$ cat config.mk
export PLATFORM = sky130hd
export DESIGN_NAME = bm_life_ctrl
export DESIGN_NICKNAME = d
export VERILOG_FILES = /design/src/rtl/bm_pkg.sv /design/src/rtl/bm_cycle_timer.sv /design/src/rtl/bm_life_ctrl.sv
export SDC_FILE = /design/constraint.sdc
export NUM_CORES = 1
export LEC_CHECK = 0
export CAP_MARGIN = 0
export CELL_PAD_IN_SITES_DETAIL_PLACEMENT = 0
export CELL_PAD_IN_SITES_GLOBAL_PLACEMENT = 1
export CORE_UTILIZATION = 49
export CTS_BUF_LIST = sky130_fd_sc_hd__clkbuf_4
export CTS_CLUSTER_SIZE = 10
export DETAILED_ROUTE_END_ITERATION = 8
export GPL_TIMING_DRIVEN = 0
export MAX_ROUTING_LAYER = met4
export PLACE_DENSITY_LB_ADDON = 0.2
export SLEW_MARGIN = 25
export SYNTH_ARGS = -nofsm -noshare
export SYNTH_HDL_FRONTEND = slang
export SYNTH_SLANG_ARGS = --single-unit
$ cat constraint.sdc
create_clock -name clk -period 4.6 [get_ports clk]
set_input_delay 0.69 -clock clk [delete_from_list [all_inputs] [get_ports clk]]
set_output_delay 0.69 -clock clk [all_outputs]
set_load 0.02 [all_outputs]
$ cat src/rtl/bm_pkg.sv
// Shared definitions for the Bomberman sprite datapath: life-sequencer states
// and the death-ROM addressing constants.
package bm_pkg;

    typedef enum logic [2:0] {
        ALIVE    = 3'd0,
        DYING    = 3'd1,
        RESPAWN  = 3'd2,
        INVULN   = 3'd3,
        GAMEOVER = 3'd4
    } life_state_t;

    localparam int DEATH_FRAMES       = 5;
    localparam int SPRITE_FRAME_WORDS = 384;  // 16x24 sprite

    localparam logic [2:0]  DEATH_LAST_FRAME  = 3'(DEATH_FRAMES - 1);
    localparam logic [11:0] DEATH_LAST_OFFSET = 12'((DEATH_FRAMES - 1) * SPRITE_FRAME_WORDS);

    function automatic logic [11:0] death_rom_offset(input logic [2:0] frame_idx);
        return 12'(frame_idx) * 12'(SPRITE_FRAME_WORDS);
    endfunction

endpackage

$ cat src/rtl/bm_cycle_timer.sv
// Free-running 0..TERMINAL-1 counter with synchronous clear; done is high for
// the single enabled cycle in which the count sits at its terminal value.
module bm_cycle_timer #(
    parameter int TERMINAL = 4,
    parameter int WIDTH    = 2
) (
    input  logic clk,
    input  logic reset,
    input  logic clear,
    input  logic enable,
    output logic done
);

    localparam logic [WIDTH-1:0] LAST = WIDTH'(TERMINAL - 1);

    logic [WIDTH-1:0] count;

    always_ff @(posedge clk or posedge reset) begin
        if (reset) begin
            count <= '0;
        end else if (clear) begin
            count <= '0;
        end else if (enable) begin
            count <= (count == LAST) ? '0 : count + WIDTH'(1);
        end
    end

    // Deliberately not gated by clear: clear is derived from the next state,
    // which itself depends on done.
    assign done = enable && (count == LAST);

endmodule

$ cat src/rtl/bm_life_ctrl.sv
// Player-life sequencer: owns lives/gameover, drives the death animation,
// the respawn pulse and the post-respawn invulnerability blink.
module bm_life_ctrl
    import bm_pkg::*;
#(
    parameter int LIVES_INIT         = 3,
    parameter int LIVES_MAX          = 5,
    parameter int DEATH_FRAME_CYCLES = 12500000,
    parameter int INVULN_CYCLES      = 100000000,
    parameter int BLINK_CYCLES       = 6250000
) (
    input  logic        clk,
    input  logic        reset,
    input  logic        hit,
    input  logic        extra_life,
    input  logic        restart,
    output logic [2:0]  lives,
    output logic        gameover,
    output logic        motion_en,
    output logic        death_on,
    output logic [11:0] death_offset,
    output logic        sprite_hide,
    output logic        invuln,
    output logic        respawn
);

    localparam int MAX_A   = (DEATH_FRAME_CYCLES > BLINK_CYCLES) ? DEATH_FRAME_CYCLES : BLINK_CYCLES;
    localparam int MAX_CYC = (INVULN_CYCLES > MAX_A) ? INVULN_CYCLES : MAX_A;
    localparam int TW      = ($clog2(MAX_CYC) < 1) ? 1 : $clog2(MAX_CYC);

    localparam logic [2:0] LIVES_INIT_L = 3'(LIVES_INIT);
    localparam logic [2:0] LIVES_MAX_L  = 3'(LIVES_MAX);

    life_state_t state, state_next;
    logic [2:0]  lives_next;
    logic [2:0]  frame_idx, frame_next;
    logic        frame_done, invuln_done, blink_done;
    logic        timer_clear;
    logic        last_frame_done;
    logic        dec;

    bm_cycle_timer #(.TERMINAL(DEATH_FRAME_CYCLES), .WIDTH(TW)) u_frame_timer (
        .clk    (clk),
        .reset  (reset),
        .clear  (timer_clear),
        .enable (state == DYING),
        .done   (frame_done)
    );

    bm_cycle_timer #(.TERMINAL(INVULN_CYCLES), .WIDTH(TW)) u_invuln_timer (
        .clk    (clk),
        .reset  (reset),
        .clear  (timer_clear),
        .enable (state == INVULN),
        .done   (invuln_done)
    );

    bm_cycle_timer #(.TERMINAL(BLINK_CYCLES), .WIDTH(TW)) u_blink_timer (
        .clk    (clk),
        .reset  (reset),
        .clear  (timer_clear),
        .enable (state == INVULN),
        .done   (blink_done)
    );

    // Every state entry restarts all timers.
    assign timer_clear = (state_next != state);

    always_comb begin
        lives_next      = lives;
        state_next      = state;
        frame_next      = frame_idx;
        last_frame_done = (state == DYING) && frame_done && (frame_idx == DEATH_LAST_FRAME);
        dec             = last_frame_done && (lives != 3'd0);

        // Lives first: the end-of-animation branch depends on the result.
        if (state == GAMEOVER) begin
            if (restart) lives_next = LIVES_INIT_L;
        end else if (dec && extra_life) begin
            lives_next = lives;
        end else if (dec) begin
            lives_next = lives - 3'd1;
        end else if (extra_life && (lives < LIVES_MAX_L)) begin
            lives_next = lives + 3'd1;
        end

        case (state)
            ALIVE: begin
                if (hit) begin
                    state_next = DYING;
                    frame_next = 3'd0;
                end
            end
            DYING: begin
                if (last_frame_done) begin
                    state_next = (lives_next == 3'd0) ? GAMEOVER : RESPAWN;
                end else if (frame_done) begin
                    frame_next = frame_idx + 3'd1;
                end
            end
            RESPAWN: state_next = INVULN;
            INVULN: begin
                if (invuln_done) state_next = ALIVE;
            end
            GAMEOVER: begin
                if (restart) begin
                    state_next = ALIVE;
                    frame_next = 3'd0;
                end
            end
            default: state_next = ALIVE;
        endcase
    end

    always_ff @(posedge clk or posedge reset) begin
        if (reset) begin
            state     <= ALIVE;
            lives     <= LIVES_INIT_L;
            frame_idx <= 3'd0;
        end else begin
            state     <= state_next;
            lives     <= lives_next;
            frame_idx <= frame_next;
        end
    end

    // Outputs are decoded from the next state so they line up with it.
    always_ff @(posedge clk or posedge reset) begin
        if (reset) begin
            gameover     <= 1'b0;
            motion_en    <= 1'b1;
            death_on     <= 1'b0;
            death_offset <= 12'd0;
            sprite_hide  <= 1'b0;
            invuln       <= 1'b0;
            respawn      <= 1'b0;
        end else begin
            gameover     <= (state_next == GAMEOVER);
            motion_en    <= (state_next == ALIVE) || (state_next == INVULN);
            death_on     <= (state_next == DYING) || (state_next == GAMEOVER);
            death_offset <= (state_next == DYING)    ? death_rom_offset(frame_next) :
                            (state_next == GAMEOVER) ? DEATH_LAST_OFFSET : 12'd0;
            sprite_hide  <= ((state_next == INVULN) && (state == INVULN)) ? (sprite_hide ^ blink_done) : 1'b0;
            invuln       <= (state_next == INVULN);
            respawn      <= (state_next == RESPAWN);
        end
    end

endmodule
==> run metrics, run 1 <==
die footprint 11700 um^2; period utilization 79.4%; Reg2Reg Capture Point death_offset[10]; grt ovf 0; Worst setup EP type flip-flop; I/O pin total 26; Synth Instances 610; first-pass GRT wire length 20.9 mm; vias per cell 5.67; post-synthesis sequential area ratio 45.7%; slew margin rel. 52.4%; number of hold buffers added after cts 0; RSZ-0062 raised after global routing false; Die H 108 um; Final Max Tran Viols 0; final wirelength 12.2 mm; most frequent cells in the layout nor2_1, dfrtp_1, nand2_1; DP Area 5940 um^2; post-synth top area share 44.3%; Post-synth EDFFs 0; Finished Core Util 55.6%; Worst-Skew Late Latency 0.49 ns; core region area 10900 um^2; fmax 274 MHz; Setup Skew 0.0193 ns; # H-tree levels 3; setup violators final 0; count of cell types in the netlist 60; Die W 108 um; placed cell count 775; Synth area leader dfrtp_1; vias 4487; Num CTS Buffers 9; PostCTS Resize Cnt 0; flip-flop and latch count after synthesis 101; mean post-synth cell area 9.07 um^2; CP required 4.98 ns; number of inserted diodes 0; ANT nets after route 0; reg-to-reg setup timing slack 0.95 ns; Final GP Congestion 0.851; clock root buffer clkbuf_4; Max Cap Violations 0; CP max FO 6; Post-DP HPWL 8.43 mm; antenna violations before repair 0; WL/cell 15.4 um; Nets 662; largest net degree at the start of global routing 57; clk buf depth 2; Arr. time, crit path 4.03 ns; clock-pin slew on the worst setup and hold paths 0.15 ns; synthesis-to-finish area growth 9.88%; Hold Crit Start u_invuln_timer.count[26]; leak pwr 2.60 nW; startpoint types flip-flop; CP Class flip-flop to flip-flop; hold path depth 1; # Post-CTS Setup Buffers 0; Hold Crit Class flip-flop to flip-flop; Post-Layout Cell Count 791; PortBufs 18; min cycle time layout 3.65 ns; vias in the first global route 4408; Final Cell Area 6080 um^2; Synthesis Warnings 0; r2r startpoint u_frame_timer.count[22]; drt pass-1 iters 6; Worst R2R Path Depth 12; Post-Syn Area 5530 um^2; Least-Margin Pin Slew 0.709 ns; CTS tree yes; Residual DRC 0; outcome finished, final reports clean; final hold viol count 0; Iter 0 DRT Violations 311; Pwr per Cell Area 232 nW/um^2; # fillers 1005; clk sinks 101; Synth area leaders dfrtp_1, nor2_1, xor2_1; Synth Flop Type dfrtp_1; GRT Overall Usage 23.5%; fraction of layout cells with a size suffix above 1 8.76%; starting density of the core 50.6%; row cnt 38; share of async-settable or async-resettable flops after synthesis 100%; Worst Hold Path EP u_invuln_timer.count[26]; maximum vdd ir drop 168 uV
-- registers in the layout, indices dropped and copies added, names as in the netlist, 3 cells and up --
register              flops
u_blink_timer.count      27
u_invuln_timer.count     27
death_offset              5
lives                     3
u_frame_timer.count      27
state                     3
frame_idx                 3
-- critical path, stage by stage, from the launching register on --
cell and delay [ns]:
dfrtp_1 0.47, or4b_2 0.70, nor4_2 0.37, nand2_1 0.26
nor3b_1 0.44, nand3_1 0.16, nand2_1 0.14, ha_1 0.15
inv_1 0.05, fa_1 0.44, xnor2_1 0.14, a21oi_1 0.17
nand2_1 0.06
-- through the flow --
step / TNS, ns / hold WS (ns) / setup slack (ns) / power, mW
2_1_floorplan: 0 / 0.437 / 1.27 / 0.935
3_3_place_gp: -24.47 / 0.455 / -0.256 / 0.947
3_5_place_dp: 0 / 0.466 / 0.929 / 0.951
4_1_cts: 0 / 0.487 / 0.896 / 1.43
5_1_grt: 0 / 0.500 / 0.577 / 1.46
6_report: 0 / 0.479 / 0.946 / 1.41
-- worst max-delay path by stage --
stage                                  from                      end
floorplan                             reset         death_offset[10]
global placement                      reset  u_blink_timer.count[16]
detailed placement  u_frame_timer.count[22]         death_offset[10]
CTS                 u_frame_timer.count[22]         death_offset[10]
global route        u_frame_timer.count[22]         death_offset[10]
finish              u_frame_timer.count[22]         death_offset[10]
-- cells by family (layout without fill, tap and decap cells) --
logic type                 count (synthesis)  after routing  synth area share [%]
DFF                                      101            101                  45.7
and+or+nand+nor                          314            314                  28.8
buffers and inverters                     40             75                  3.84
muxes                                      4              4                 0.746
adders and majority gates                 11             11                  2.62
other                                      1              7                0.0678
AOI/OAI and AO/OA                         87             87                  9.90
xor gates and xnor gates                  52             52                  8.23
-- cell usage after synthesis (all sizes together) (6+ instances only) --
cell,count
a21oi,11
a31oi,12
and2,9
and3,11
and4,8
buf,19
clkbuf,7
dfrtp,98
ha,10
inv,14
nand2,61
nand2b,6
nand3,37
nand4,23
nor2,98
nor3,12
nor3b,9
nor4,9
o21ai,45
o31ai,7
or3,9
xnor2,20
xor2,32
-- routing by layer --
layer  track usage [%]  wire, um  vias up  share of wire [%]
met1              29.9      5690     2203                 47
met3              5.00       453        6                3.7
met5                 -         0        -                  0
li1                  -         -     2204                  -
met2              38.0      5940       74                 49
met4              6.47       103        0               0.84
-- area by class of cell --
class,count,area (um^2),area share (%)
buffer,26,160,2.63
clock buffer,13,97.6,1.60
clock inverter,3,38.8,0.638
inverter,14,57.6,0.947
multi-input combinational,475,2810,46.3
sequential,101,2530,41.6
tap,140,175,2.88
timing repair buffer,19,208,3.42
-- power by group --
group,internal [mW],switching (mW)
Combinational,0.0134,0.0291
Clock,0.188,0.289
Sequential,0.889,0.00115
(Power assumes the default switching activity.)
==> run 2, diff against run 1 <==
--- a/config.mk
+++ b/config.mk
@@ -8,7 +8,7 @@
 export CAP_MARGIN = 0
 export CELL_PAD_IN_SITES_DETAIL_PLACEMENT = 0
 export CELL_PAD_IN_SITES_GLOBAL_PLACEMENT = 1
-export CORE_UTILIZATION = 49
+export CORE_UTILIZATION = 44
 export CTS_BUF_LIST = sky130_fd_sc_hd__clkbuf_4
 export CTS_CLUSTER_SIZE = 10
 export DETAILED_ROUTE_END_ITERATION = 8
==> constraint.sdc (replaced) <==
create_clock -name clk -period 3 [get_ports clk]
set_input_delay 0.45 -clock clk [delete_from_list [all_inputs] [get_ports clk]]
set_output_delay 0.45 -clock clk [all_outputs]
set_load 0.02 [all_outputs]
==> run 2 against run 1 <==
Against the previous run:
- cell count is 5.3% higher
- clock-buffer cell count is 3 lower
- critical path depth stayed put
- final area is 4.3% higher
- critical path type unchanged
- hold slack worse by 0.12 ns
- register-to-register slack worse by 0.98 ns
- largest power group unchanged
- the flow now finishes with violations (setup timing)
- sequential power is 54% higher
- routed wire length is 3.1% higher
- fmax is 21% higher
==> run metrics, run 2 (synthesized netlist as in run 1, its figures left out) <==
starting density of the core 45.7%; largest net degree at the start of global routing 32; Iter 0 DRT Violations 218; area of the multi-input gates 2880 um^2; Final Max Tran Viols 0; vias in the first global route 4489; Hold Crit Class input port to async pin; Num CTS Buffers 9; leading cell type in the layout, fill and taps excluded nor2_1; period utilization 101%; fmax 330 MHz; Setup Skew 0.0114 ns; Hold Slack 0.359 ns; I/O pin total 26; clock-pin slew on the worst setup and hold paths 0.15 ns; antenna violations before repair 1; first-pass GRT wire length 21.6 mm; worst setup margin -0.0310 ns; Die W 114 um; # fillers 1141; row cnt 40; Die H 114 um; CP Class flip-flop to flip-flop; Nets 675; RSZ-0062 raised after global routing true; slew margin rel. 53.1%; outcome finished with violations; die footprint 13000 um^2; CTS tree yes; Post-Layout Cell Count 833; Max Cap Violations 0; Crit. Startpoint u_frame_timer.count[8]; ANT nets after route 0; placed cell count 805; CP max FO 4; clk buf depth 2; final wirelength 12.6 mm; PortBufs 18; Worst R2R Path Depth 12; synthesis-to-finish area growth 14.6%; most frequent cells in the layout nor2_1, dfrtp_1, nand2_1; Reg2Reg Capture Point death_offset[10]; CP required 3.39 ns; maximum vdd ir drop 267 uV; GRT Overall Usage 21.7%; leak pwr 2.69 nW; register area 2530 um^2; Pwr per Cell Area 356 nW/um^2; vias 4553; drt pass-1 iters 5; Residual DRC 0; Arr. time, crit path 3.42 ns; min cycle time layout 3.03 ns; setup violators final 1; Post-DP HPWL 8.81 mm; pre-CTS WS -0.391 ns; Least-Margin Pin Slew 0.701 ns; WL/cell 15.1 um; clk sinks 101; reg-to-reg setup timing slack -0.03 ns; core region area 12100 um^2; Final GP Congestion 0.854; Largest regs u_blink_timer.count x27, u_frame_timer.count x27, u_invuln_timer.count x27; Worst setup EP type flip-flop; failing checks setup timing; final hold viol count 0; clock root buffer clkbuf_4; Worst-Skew Late Latency 0.48 ns; fraction of layout cells with a size suffix above 1 12.8%; grt ovf 0; r2r startpoint u_frame_timer.count[8]; startpoint types flip-flop; vias per cell 5.47; # H-tree levels 3
[run 2: cell types whose count changed in the layout (fill, tap and decap cells not counted), moves of 2 or more]
cell | previous run | this run
buf_4 | 10 | 21
clkbuf_4 | 13 | 10
dfrtp_1 | 98 | 95
dfrtp_2 | 0 | 3
buf_12 | 0 | 2
clkbuf_1 | 6 | 4
clkinv_4 | 0 | 2
nand2_1 | 61 | 59
nand2_2 | 0 | 2
nor3b_1 | 9 | 7
nor4_2 | 2 | 0
nor4_4 | 0 | 2
[run 2: cell type report]
| cell class | count | share of cell area, % |
|---|---|---|
| sequential | 101 | 40.0 |
| inverter | 14 | 0.888 |
| tap | 168 | 3.31 |
| multi-input combinational | 475 | 45.5 |
| clock inverter | 6 | 1.38 |
| clock buffer | 10 | 1.18 |
| buffer | 26 | 2.56 |
| antenna | 1 | 0.0395 |
| timing repair buffer | 32 | 5.21 |
[run 2: worst max path at each step]
stage                     cells after the start  slack, ns               end
after floorplan                              12       0.02  death_offset[10]
after global placement                       12      -0.39  death_offset[10]
after detailed placement                     12      -0.39  death_offset[10]
after CTS                                    12      0.007   death_offset[9]
after global routing                         12      -0.11  death_offset[10]
final                                        12      -0.03  death_offset[10]
[run 2: stage by stage]
stage	instance area [um^2]	setup TNS, ns	util (%)	power [mW]
2_1_floorplan	5570	0	-	1.43
5_1_grt	6340	-0.211	52.4	2.35
4_1_cts	6260	0	51.7	2.30
3_5_place_dp	6020	-0.751	49.7	1.46
3_3_place_gp	5960	-0.743	49.2	1.45
6_report	6340	-0.0310	52.4	2.26
[run 2: metal layers]
metal,wire length (um),GRT usage [%]
met3,397,5.19
met1,6090,28.4
met5,0,-
met2,5970,33.6
met4,117,6.06
[run 2: critical path, stage by stage (launching register included)]
cell and delay [ns]:
dfrtp_2 0.46, or4_4 0.53, nor4_4 0.35, nand2_2 0.13
nor3b_4 0.29, nand3_2 0.13, nand2_2 0.10, ha_1 0.14
inv_1 0.05, fa_1 0.42, xnor2_1 0.13, a21oi_1 0.14
nand2_1 0.07
[run 2: timing repair]
action	4_1_cts	5_1_grt
endpoints found under the setup margin	2	32
cloned	0	0
pin swaps	4	7
buffers inserted	5	6
hold buffers	0	0
resized for setup	9	13
[run 2: power by group]
| part | switching, mW | total, mW | internal [mW] | leakage [nW] |
|---|---|---|---|---|
| combinational | 0.0452 | 0.0710 | 0.0258 | 1.29 |
| clock | 0.476 | 0.823 | 0.348 | 0.0903 |
| sequential | 0.00167 | 1.37 | 1.36 | 1.31 |
==> run 3, diff against run 2 <==
--- a/config.mk
+++ b/config.mk
@@ -8,8 +8,9 @@
 export CAP_MARGIN = 0
 export CELL_PAD_IN_SITES_DETAIL_PLACEMENT = 0
 export CELL_PAD_IN_SITES_GLOBAL_PLACEMENT = 1
-export CORE_UTILIZATION = 44
+export CORE_UTILIZATION = 52
 export CTS_BUF_LIST = sky130_fd_sc_hd__clkbuf_4
+export CTS_CLUSTER_DIAMETER = 50
 export CTS_CLUSTER_SIZE = 10
 export DETAILED_ROUTE_END_ITERATION = 8
 export GPL_TIMING_DRIVEN = 0
==> constraint.sdc (replaced) <==
create_clock -name clk -period 3.8 [get_ports clk]
set_input_delay 0.57 -clock clk [delete_from_list [all_inputs] [get_ports clk]]
set_output_delay 0.57 -clock clk [all_outputs]
set_load 0.02 [all_outputs]
==> run 3 against run 2 <==
Against the previous run:
- clock-buffer cell count did not move
- register-to-register slack improved by 0.34 ns
- hold slack improved by 0.11 ns
- core utilization rose by 6.8 points
- highest routed layer unchanged
- the flow now finishes without violations
- non-clock buffer count fell by 13
- clock power fell by 21%
==> run metrics, run 3 (synthesized netlist as in run 1, its figures left out) <==
outcome finished, final reports clean; DP Area 5940 um^2; Final Max Tran Viols 0; Crit. Startpoint u_frame_timer.count[22]; CTS tree yes; Post-DP HPWL 8.57 mm; clock-pin slew on the worst setup and hold paths 0.17 ns; Hold Crit Class input port to async pin; RSZ-0062 raised after global routing false; starting density of the core 53.6%; GRT Overall Usage 25.0%; CP max FO 6; vias per cell 5.71; I/O pin total 26; synthesis-to-finish area growth 10.3%; startpoint types flip-flop; Worst R2R Path Depth 12; ANT nets after route 0; maximum vdd ir drop 250 uV; # Post-CTS Setup Buffers 0; Worst setup EP type flip-flop; first-pass GRT wire length 21.4 mm; pre-CTS WS 0.232 ns; Die W 105 um; setup violators final 0; placed cell count 771; final wirelength 12.2 mm; Post-Layout Cell Count 787; core region area 10300 um^2; Final Cell Area 6110 um^2; Die H 105 um; setup TNS 0 ns; min cycle time layout 3.49 ns; drt pass-1 iters 4; antenna violations before repair 0; reg-to-reg setup timing slack 0.31 ns; period utilization 91.9%; Least-Margin Pin Slew 0.696 ns; vias 4493; CP Class flip-flop to flip-flop; Iter 0 DRT Violations 236; die footprint 11100 um^2; worst setup margin 0.308 ns; Setup Skew 0.0272 ns; Max Cap Violations 0; # H-tree levels 3; clk buf depth 2; number of inserted diodes 0; crit path cell chain or4b_2 -> nor4_2 -> nand2_1 -> nor3b_2 -> nand3_1 -> nand2_1 -> ha_1 -> inv_1 -> fa_1 -> xnor2_1 -> a21oi_1 -> nand2_1; Crit path top cell by count nand2_1; Nets 662; largest net degree at the start of global routing 55; Residual DRC 0; Max stage delay on crit path 0.72 ns; Num CTS Buffers 9; Final GP Congestion 0.861; Pwr per Cell Area 292 nW/um^2; leak pwr 2.60 nW; Largest regs u_blink_timer.count x27, u_frame_timer.count x27, u_invuln_timer.count x27; fraction of layout cells with a size suffix above 1 9.06%; most frequent cells in the layout nor2_1, dfrtp_1, nand2_1; final hold viol count 0; vias in the first global route 4474; Worst-Skew Late Latency 0.48 ns; CP max-delay cell or4b_2; WL/cell 15.5 um; CP required 4.18 ns; fmax 286 MHz; r2r startpoint u_frame_timer.count[22]; number of hold buffers added after cts 0; clk sinks 101; Reg2Reg Capture Point death_offset[10]; Arr. time, crit path 3.88 ns; row cnt 37; clock root buffer clkbuf_4; slew margin rel. 53.2%; PortBufs 18; grt ovf 0
run 3: power breakdown:
part	internal (mW)	leakage (nW)	total, mW	switching (mW)
clock	0.275	0.0868	0.651	0.377
sequential	1.08	1.31	1.08	0.00135
combinational	0.0162	1.20	0.0508	0.0346
total	1.37	2.60	1.78	0.413
run 3: repair_timing:
item	CTS	global route
setup endpoints to repair	0	1
gates resized for setup	0	1
endpoints found under the hold margin	0	0
run 3: layout make-up:
type,count,area [um^2]
inverters,14,57.6
multi-input cells,475,2820
repair buffers,19,208
clock inverters,6,86.3
plain buffers,26,160
clock buffers,10,75.1
well taps,136,170
flip-flops and latches,101,2530
fillers,948,4220
run 3: worst max-delay path by stage:
| stage | end | slack, ns | depth (start not counted) |
|---|---|---|---|
| 2_1_floorplan | death_offset[10] | 0.59 | 1 |
| 5_1_grt | death_offset[9] | 0.12 | 12 |
| 6_report | death_offset[10] | 0.31 | 12 |
| 3_5_place_dp | death_offset[10] | 0.23 | 12 |
| 4_1_cts | death_offset[10] | 0.15 | 12 |
| 3_3_place_gp | u_invuln_timer.count[13] | -0.93 | 2 |
run 3: layer usage:
| layer | GRT usage, % | up-vias | routed length, um |
|---|---|---|---|
| met2 | 41.3 | 93 | 5980 |
| met3 | 6.36 | 9 | 477 |
| met5 | - | - | 0 |
| met1 | 31.1 | 2192 | 5640 |
| met4 | 5.13 | 0 | 121 |
| li1 | - | 2199 | - |
run 3: metrics by stage:
step,hold WS (ns),total power [mW],utilization [%]
finish,0.465,1.78,59.1
global route,0.459,1.84,59.1
CTS,0.455,1.80,59.1
detailed placement,0.456,1.15,57.5
global placement,0.456,1.15,57.2
floorplan,0.437,1.13,-
run 3: worst max-delay path, delay by kind of cell (launching register included):
family                     cells  cell delay, ns
xor gates and xnor gates       1            0.14
and+or+nand+nor                7            1.98
buffers and inverters          1            0.05
adders and majority gates      2            0.57
AOI/OAI and AO/OA              1            0.17
DFF                            1            0.48
